### config.mk
export PLATFORM = sky130hd
export DESIGN_NAME = generic_fifo_rd_drain
export DESIGN_NICKNAME = d
export VERILOG_FILES = /design/src/rtl/generic_fifo_pkg.sv /design/src/rtl/generic_fifo_skid_buf.sv /design/src/rtl/generic_fifo_rd_drain.sv
export SDC_FILE = /design/constraint.sdc
export NUM_CORES = 1
export LEC_CHECK = 0
export CAP_MARGIN = 20
export CORE_MARGIN = 4
export CORE_UTILIZATION = 50
export CTS_CLUSTER_DIAMETER = 40
export CTS_CLUSTER_SIZE = 25
export DETAILED_ROUTE_END_ITERATION = 8
export GPL_TIMING_DRIVEN = 0
export MAX_ROUTING_LAYER = met4
export PLACE_DENSITY = 0.8
export SLEW_MARGIN = 40
export SYNTH_ARGS = -nofsm -noshare
export SYNTH_HDL_FRONTEND = slang
export SYNTH_SLANG_ARGS = --single-unit
export TNS_END_PERCENT = 1
### constraint.sdc
create_clock -name rd_clk -period 4.14 [get_ports rd_clk]
set_input_delay 0.828 -clock rd_clk [delete_from_list [all_inputs] [get_ports rd_clk]]
set_output_delay 0.828 -clock rd_clk [all_outputs]
set_load 0.005 [all_outputs]
### src/rtl/generic_fifo_pkg.sv
// rtl/generic_fifo_pkg.sv - shared types and constants for the generic FIFO read side
package generic_fifo_pkg;

   typedef enum logic [1:0] {
      ST_IDLE  = 2'd0,
      ST_RUN   = 2'd1,
      ST_FLUSH = 2'd2
   } drain_state_e;

   // Words the output skid can hold; also the cap on popped-but-undelivered words
   localparam int SKID_DEPTH = 2;

endpackage

### src/rtl/generic_fifo_skid_buf.sv
// rtl/generic_fifo_skid_buf.sv - two-entry skid buffer with push/pop/clear, head drives the stream
module generic_fifo_skid_buf
   import generic_fifo_pkg::*;
#(
   parameter int DAT_WIDTH = 35
) (
   input  logic                 clk,
   input  logic                 rst,
   input  logic                 clear,
   input  logic                 push,
   input  logic [DAT_WIDTH-1:0] push_data,
   input  logic                 pop,
   output logic [1:0]           buf_cnt,
   output logic                 head_valid,
   output logic [DAT_WIDTH-1:0] head_data
);

   localparam logic [1:0] FULL_CNT = 2'(SKID_DEPTH);

   logic [DAT_WIDTH-1:0] ent0_q, ent0_d;
   logic [DAT_WIDTH-1:0] ent1_q, ent1_d;
   logic [1:0]           cnt_q, cnt_d;
   logic                 pop_ok;
   logic [1:0]           cnt_after_pop;

   // Shift on pop, then write the incoming word into the first free slot
   always_comb begin
      pop_ok        = pop & (cnt_q != 2'd0);
      cnt_after_pop = cnt_q - {1'b0, pop_ok};
      ent0_d        = ent0_q;
      ent1_d        = ent1_q;
      if (pop_ok) begin
         ent0_d = ent1_q;
      end
      if (push && (cnt_after_pop == 2'd0)) begin
         ent0_d = push_data;
      end
      if (push && (cnt_after_pop == 2'd1)) begin
         ent1_d = push_data;
      end
      cnt_d = cnt_after_pop + {1'b0, push};
      if (clear) begin
         cnt_d = 2'd0;
      end
   end

   // Buffer storage and fill count
   always_ff @(posedge clk or posedge rst) begin
      if (rst) begin
         ent0_q <= '0;
         ent1_q <= '0;
         cnt_q  <= 2'd0;
      end else begin
         ent0_q <= ent0_d;
         ent1_q <= ent1_d;
         cnt_q  <= cnt_d;
      end
   end

   assign buf_cnt    = cnt_q;
   assign head_valid = (cnt_q != 2'd0);
   assign head_data  = ent0_q;

   // A write into a full skid means the pop-ahead limit in the drain was broken
   a_no_overflow : assert property (@(posedge clk) disable iff (rst)
      !(push && !clear && (cnt_q == FULL_CNT)));

endmodule

### src/rtl/generic_fifo_rd_drain.sv
// rtl/generic_fifo_rd_drain.sv - FIFO read-side drain engine feeding a valid/ready stream
module generic_fifo_rd_drain
   import generic_fifo_pkg::*;
#(
   parameter int DAT_WIDTH = 35,
   parameter int CNT_WIDTH = 16
) (
   input  logic                 rd_clk,
   input  logic                 rd_reset,
   input  logic                 enable,
   input  logic                 flush,
   input  logic                 rd_empty,
   input  logic                 rd_empty_err,
   output logic                 rd_op,
   input  logic [DAT_WIDTH-1:0] rd_data,
   output logic                 out_valid,
   output logic [DAT_WIDTH-1:0] out_data,
   input  logic                 out_ready,
   output logic [CNT_WIDTH-1:0] words_cnt,
   output logic                 busy,
   output logic                 err
);

   drain_state_e         state_q, state_d;
   logic                 inflight_q, inflight_d;
   logic [CNT_WIDTH-1:0] words_cnt_q, words_cnt_d;
   logic                 err_q, err_d;
   logic [1:0]           buf_cnt;
   logic                 pop;
   logic                 push;
   logic                 buf_clear;
   logic [2:0]           occ_after_pop;

   generic_fifo_skid_buf #(
      .DAT_WIDTH (DAT_WIDTH)
   ) u_skid (
      .clk        (rd_clk),
      .rst        (rd_reset),
      .clear      (buf_clear),
      .push       (push),
      .push_data  (rd_data),
      .pop        (pop),
      .buf_cnt    (buf_cnt),
      .head_valid (out_valid),
      .head_data  (out_data)
   );

   // Stream handshake, buffer write/clear, and occupancy after this cycle's pop
   always_comb begin
      pop           = out_valid & out_ready;
      buf_clear     = flush | (state_q == ST_FLUSH);
      push          = inflight_q & ~buf_clear;
      occ_after_pop = {1'b0, buf_cnt} + {2'b00, inflight_q} - {2'b00, pop};
   end

   // State register
   always_ff @(posedge rd_clk or posedge rd_reset) begin
      if (rd_reset) begin
         state_q <= ST_IDLE;
      end else begin
         state_q <= state_d;
      end
   end

   // Next state: flush wins; RUN/FLUSH leave only once the returning read has landed
   always_comb begin
      state_d = state_q;
      if (flush) begin
         state_d = ST_FLUSH;
      end else begin
         case (state_q)
            ST_IDLE:  if (enable) state_d = ST_RUN;
            ST_RUN:   if (!enable && !inflight_q) state_d = ST_IDLE;
            ST_FLUSH: if (rd_empty && !inflight_q) state_d = enable ? ST_RUN : ST_IDLE;
            default:  state_d = ST_IDLE;
         endcase
      end
   end

   // Outputs: pop-ahead only while the skid can still absorb the returning word
   always_comb begin
      rd_op = 1'b0;
      case (state_q)
         ST_RUN:   rd_op = enable & ~rd_empty & (occ_after_pop < 3'(SKID_DEPTH));
         ST_FLUSH: rd_op = ~rd_empty;
         default:  rd_op = 1'b0;
      endcase
      busy = (state_q != ST_IDLE) | inflight_q | (buf_cnt != 2'd0);
   end

   // Read-latency tracker, saturating delivery counter and sticky error
   always_comb begin
      inflight_d  = rd_op;
      words_cnt_d = words_cnt_q;
      if (pop && (words_cnt_q != {CNT_WIDTH{1'b1}})) begin
         words_cnt_d = words_cnt_q + CNT_WIDTH'(1);
      end
      err_d = err_q | rd_empty_err | (rd_op & rd_empty);
   end

   // Datapath registers
   always_ff @(posedge rd_clk or posedge rd_reset) begin
      if (rd_reset) begin
         inflight_q  <= 1'b0;
         words_cnt_q <= '0;
         err_q       <= 1'b0;
      end else begin
         inflight_q  <= inflight_d;
         words_cnt_q <= words_cnt_d;
         err_q       <= err_d;
      end
   end

   assign words_cnt = words_cnt_q;
   assign err       = err_q;

endmodule

==> flow_summary.json <==
{
  "first_pass_iters": 4,
  "synth_edf_count": 0,
  "globalplace.congestion": 0.876,
  "worstPathArrival_ns": 2.87,
  "vias": 2968,
  "cts_buffers": 9,
  "port_buffers": 96,
  "cts-root-buf": "clkbuf_8",
  "dp_hpwl_um": 6570,
  "synth_common_cells": "dfrtp_1 (92), nand2_1 (40), mux2i_1 (35), o21ai_0 (35), mux2_2 (30)",
  "h-tree-depth": 3,
  "hold_class": "reg2reg",
  "fp.dieH_um": 98.9,
  "rsz0062_at_grt": "false",
  "finalCritPeriodShare": 0.892,
  "syn_area_sq_um": 4130,
  "clock_path_buffers": 2,
  "worst_skew_pair.late_latency_ns": 0.35,
  "core_area_sq_um": 7890,
  "critical_path.max_fanout": 10,
  "critical_path_required_ns": 3.31,
  "drv_slew": 0,
  "antenna_cells": 0,
  "hold_violations": 0,
  "hold_ws_ns": 0.471,
  "track_usage": 0.200,
  "start_util": 0.524,
  "nFillCells": 590,
  "cts_tree": "built",
  "maxCapViolCount": 0,
  "syn_area_per_cell_sq_um": 12.3,
  "drive_gt1_frac": 0.151,
  "skew_ns": 0.0178,
  "relSlewSlack": 0.619,
  "fin_tns_setup_ns": 0,
  "syn2layout_area_growth_pct": 33.1,
  "overflow": 0,
  "synth_area_leaders": "dfrtp_1 (56%), mux2i_1 (8.5%), mux2_2 (8.2%), o21ai_0 (4.2%), nand2_1 (3.6%)",
  "power.leakage_uw": 0.00242,
  "fmax_mhz": 271,
  "viasPerCell": 5.38,
  "critPathKind": "in2out",
  "period_needed_ns": 3.69,
  "endpoint_kind": "output pin",
  "power_density_nw_per_um2": 496,
  "async_flop_share": 1.00,
  "max_slew.worst_pin.slew_ns": 0.571,
  "ys_types": 47,
  "wire_per_inst_um": 16.5,
  "finalSetupViolCount": 0,
  "grt_max_degree": 49,
  "antenna_found_initial": 0,
  "synth_cells": 337,
  "routed_wl_um": 9120,
  "grt_pass1_wl_um": 15400,
  "final_util": 0.697,
  "synth_flop_cell": "dfrtp_1",
  "syn_nets": 387,
  "cts_num_sinks": 92,
  "synth_top_area_frac": 0.557,
  "drtIter0Drc": 161,
  "ys_seq_area_frac": 0.557,
  "die_area_sq_um": 9780,
  "grt_pass1_vias": 3138,
  "core.rowCount": 32,
  "peakVddDrop_mv": 0.283,
  "yosysWarningCount": 0,
  "synth_top_area_cell": "dfrtp_1",
  "synth.most_common_cell": "dfrtp_1",
  "status": "finished, final reports clean",
  "clk_pin_slew_ns": 0.09,
  "startpoint_type": "input port",
  "worstRegToRegCells": 11,
  "drtAntennaViolNets": 0,
  "nets": 496,
  "die_w_um": 98.9,
  "io_pins": 97,
  "hold_depth": 1,
  "ys_ff_latch": 92,
  "drc_errors": 0
}
==> critical path, stage by stage <==
cell and delay (ns):
dlygate4sd2_1 0.29, nand2_4 0.08, inv_2 0.08, buf_8 0.16, ha_4 0.23, inv_1 0.08
nand2_1 0.07, fa_1 0.39, xnor2_1 0.15, a41oi_1 0.16, nor3b_2 0.20, dlymetal6s2s_1 0.16
==> stage by stage <==
stage          std cells  cell area (sq um)  worst slack [ns]  power, uW
6_report             552               5500             0.447       2730
5_1_grt              552               5500             0.285       2890
4_1_cts              552               5490           0.00861       2760
3_5_place_dp         536               5250            -0.515       2110
3_3_place_gp         535               5220            -0.522       2060
2_1_floorplan        337               4130             0.782       1580
==> cells by family (layout without fill, tap and decap cells) <==
| logic type | count (synthesis) | after routing | synth area share |
|---|---|---|---|
| fa+ha+maj | 8 | 8 | 0.0260 |
| mux | 71 | 71 | 0.183 |
| compound gates | 51 | 51 | 0.0718 |
| xor+xnor | 15 | 15 | 0.0318 |
| flops | 92 | 92 | 0.557 |
| simple gates | 75 | 75 | 0.0978 |
| buf+inv | 25 | 138 | 0.0327 |
==> cell usage in the layout (no fill, tap or decap), types with 3 or more instances in the layout <==
master,synthesis,layout
mux2i_1,35,35
mux2_1,6,6
nand3_1,5,5
nor2_2,3,3
ha_1,7,6
buf_6,5,5
clkbuf_8,0,9
clkbuf_1,8,8
nand4_1,5,5
nand2_1,40,40
dfrtp_1,92,92
o21ai_0,35,35
clkdlybuf4s50_1,0,94
xor2_1,6,6
xnor2_1,9,9
mux2_2,30,30
inv_1,10,9
a211oi_1,3,3
==> power by group <==
group / total (uW) / internal [uW] / switching, uW / leakage [uW]
Sequential: 1280 / 1130 / 145 / 0.00122
Clock: 650 / 338 / 312 / 0.000102
Combinational: 803 / 508 / 295 / 0.00110
Total: 2730 / 1980 / 752 / 0.00242
==> repair_timing <==
item / CTS / global route
resized for setup: 4 / 2
pin swaps: 2 / 1
buffers inserted: 1 / 0
endpoints found under the setup margin: 1 / 1
hold buffers: 0 / 0
==> cell type report <==
| cell class | count | area, sq um | area share |
|---|---|---|---|
| inverters | 11 | 46.3 | 0.00842 |
| flip-flops and latches | 92 | 2300 | 0.419 |
| well taps | 102 | 128 | 0.0232 |
| plain buffers | 14 | 101 | 0.0184 |
| repair buffers | 98 | 997 | 0.181 |
| clock buffers | 9 | 124 | 0.0225 |
| multi-input cells | 220 | 1710 | 0.311 |
| clock inverters | 6 | 88.8 | 0.0162 |
==> flip-flops by register name, summed over array words and instances, names as in the netlist <==
register          flops
err                   1
inflight_q            1
state_q               2
u_skid.buf_cnt        2
u_skid.ent1_q        35
u_skid.head_data     35
words_cnt            16
==> per-layer routing <==
layer / up-vias / track usage / part of all wire
met1: 1472 / 0.261 / 0.44
met3: 12 / 0.0311 / 0.045
li1: 1404 / - / -
met2: 80 / 0.320 / 0.49
met4: 0 / 0.0683 / 0.016
met5: - / - / 0
==> path summary, 6_finish.rpt <==
check / end / slack (ns) / startpoint
min: err / 0.47 / err
max reg2reg: u_skid.head_data[30] / 1.27 / u_skid.buf_cnt[1]
min in group asynchronous: u_skid.head_data[8] / 0.87 / rd_reset
min reg2reg: err / 0.47 / err
max in group asynchronous: u_skid.head_data[26] / 2.69 / rd_reset
max: rd_op / 0.45 / out_ready
Power figures use the tool's default switching activity.
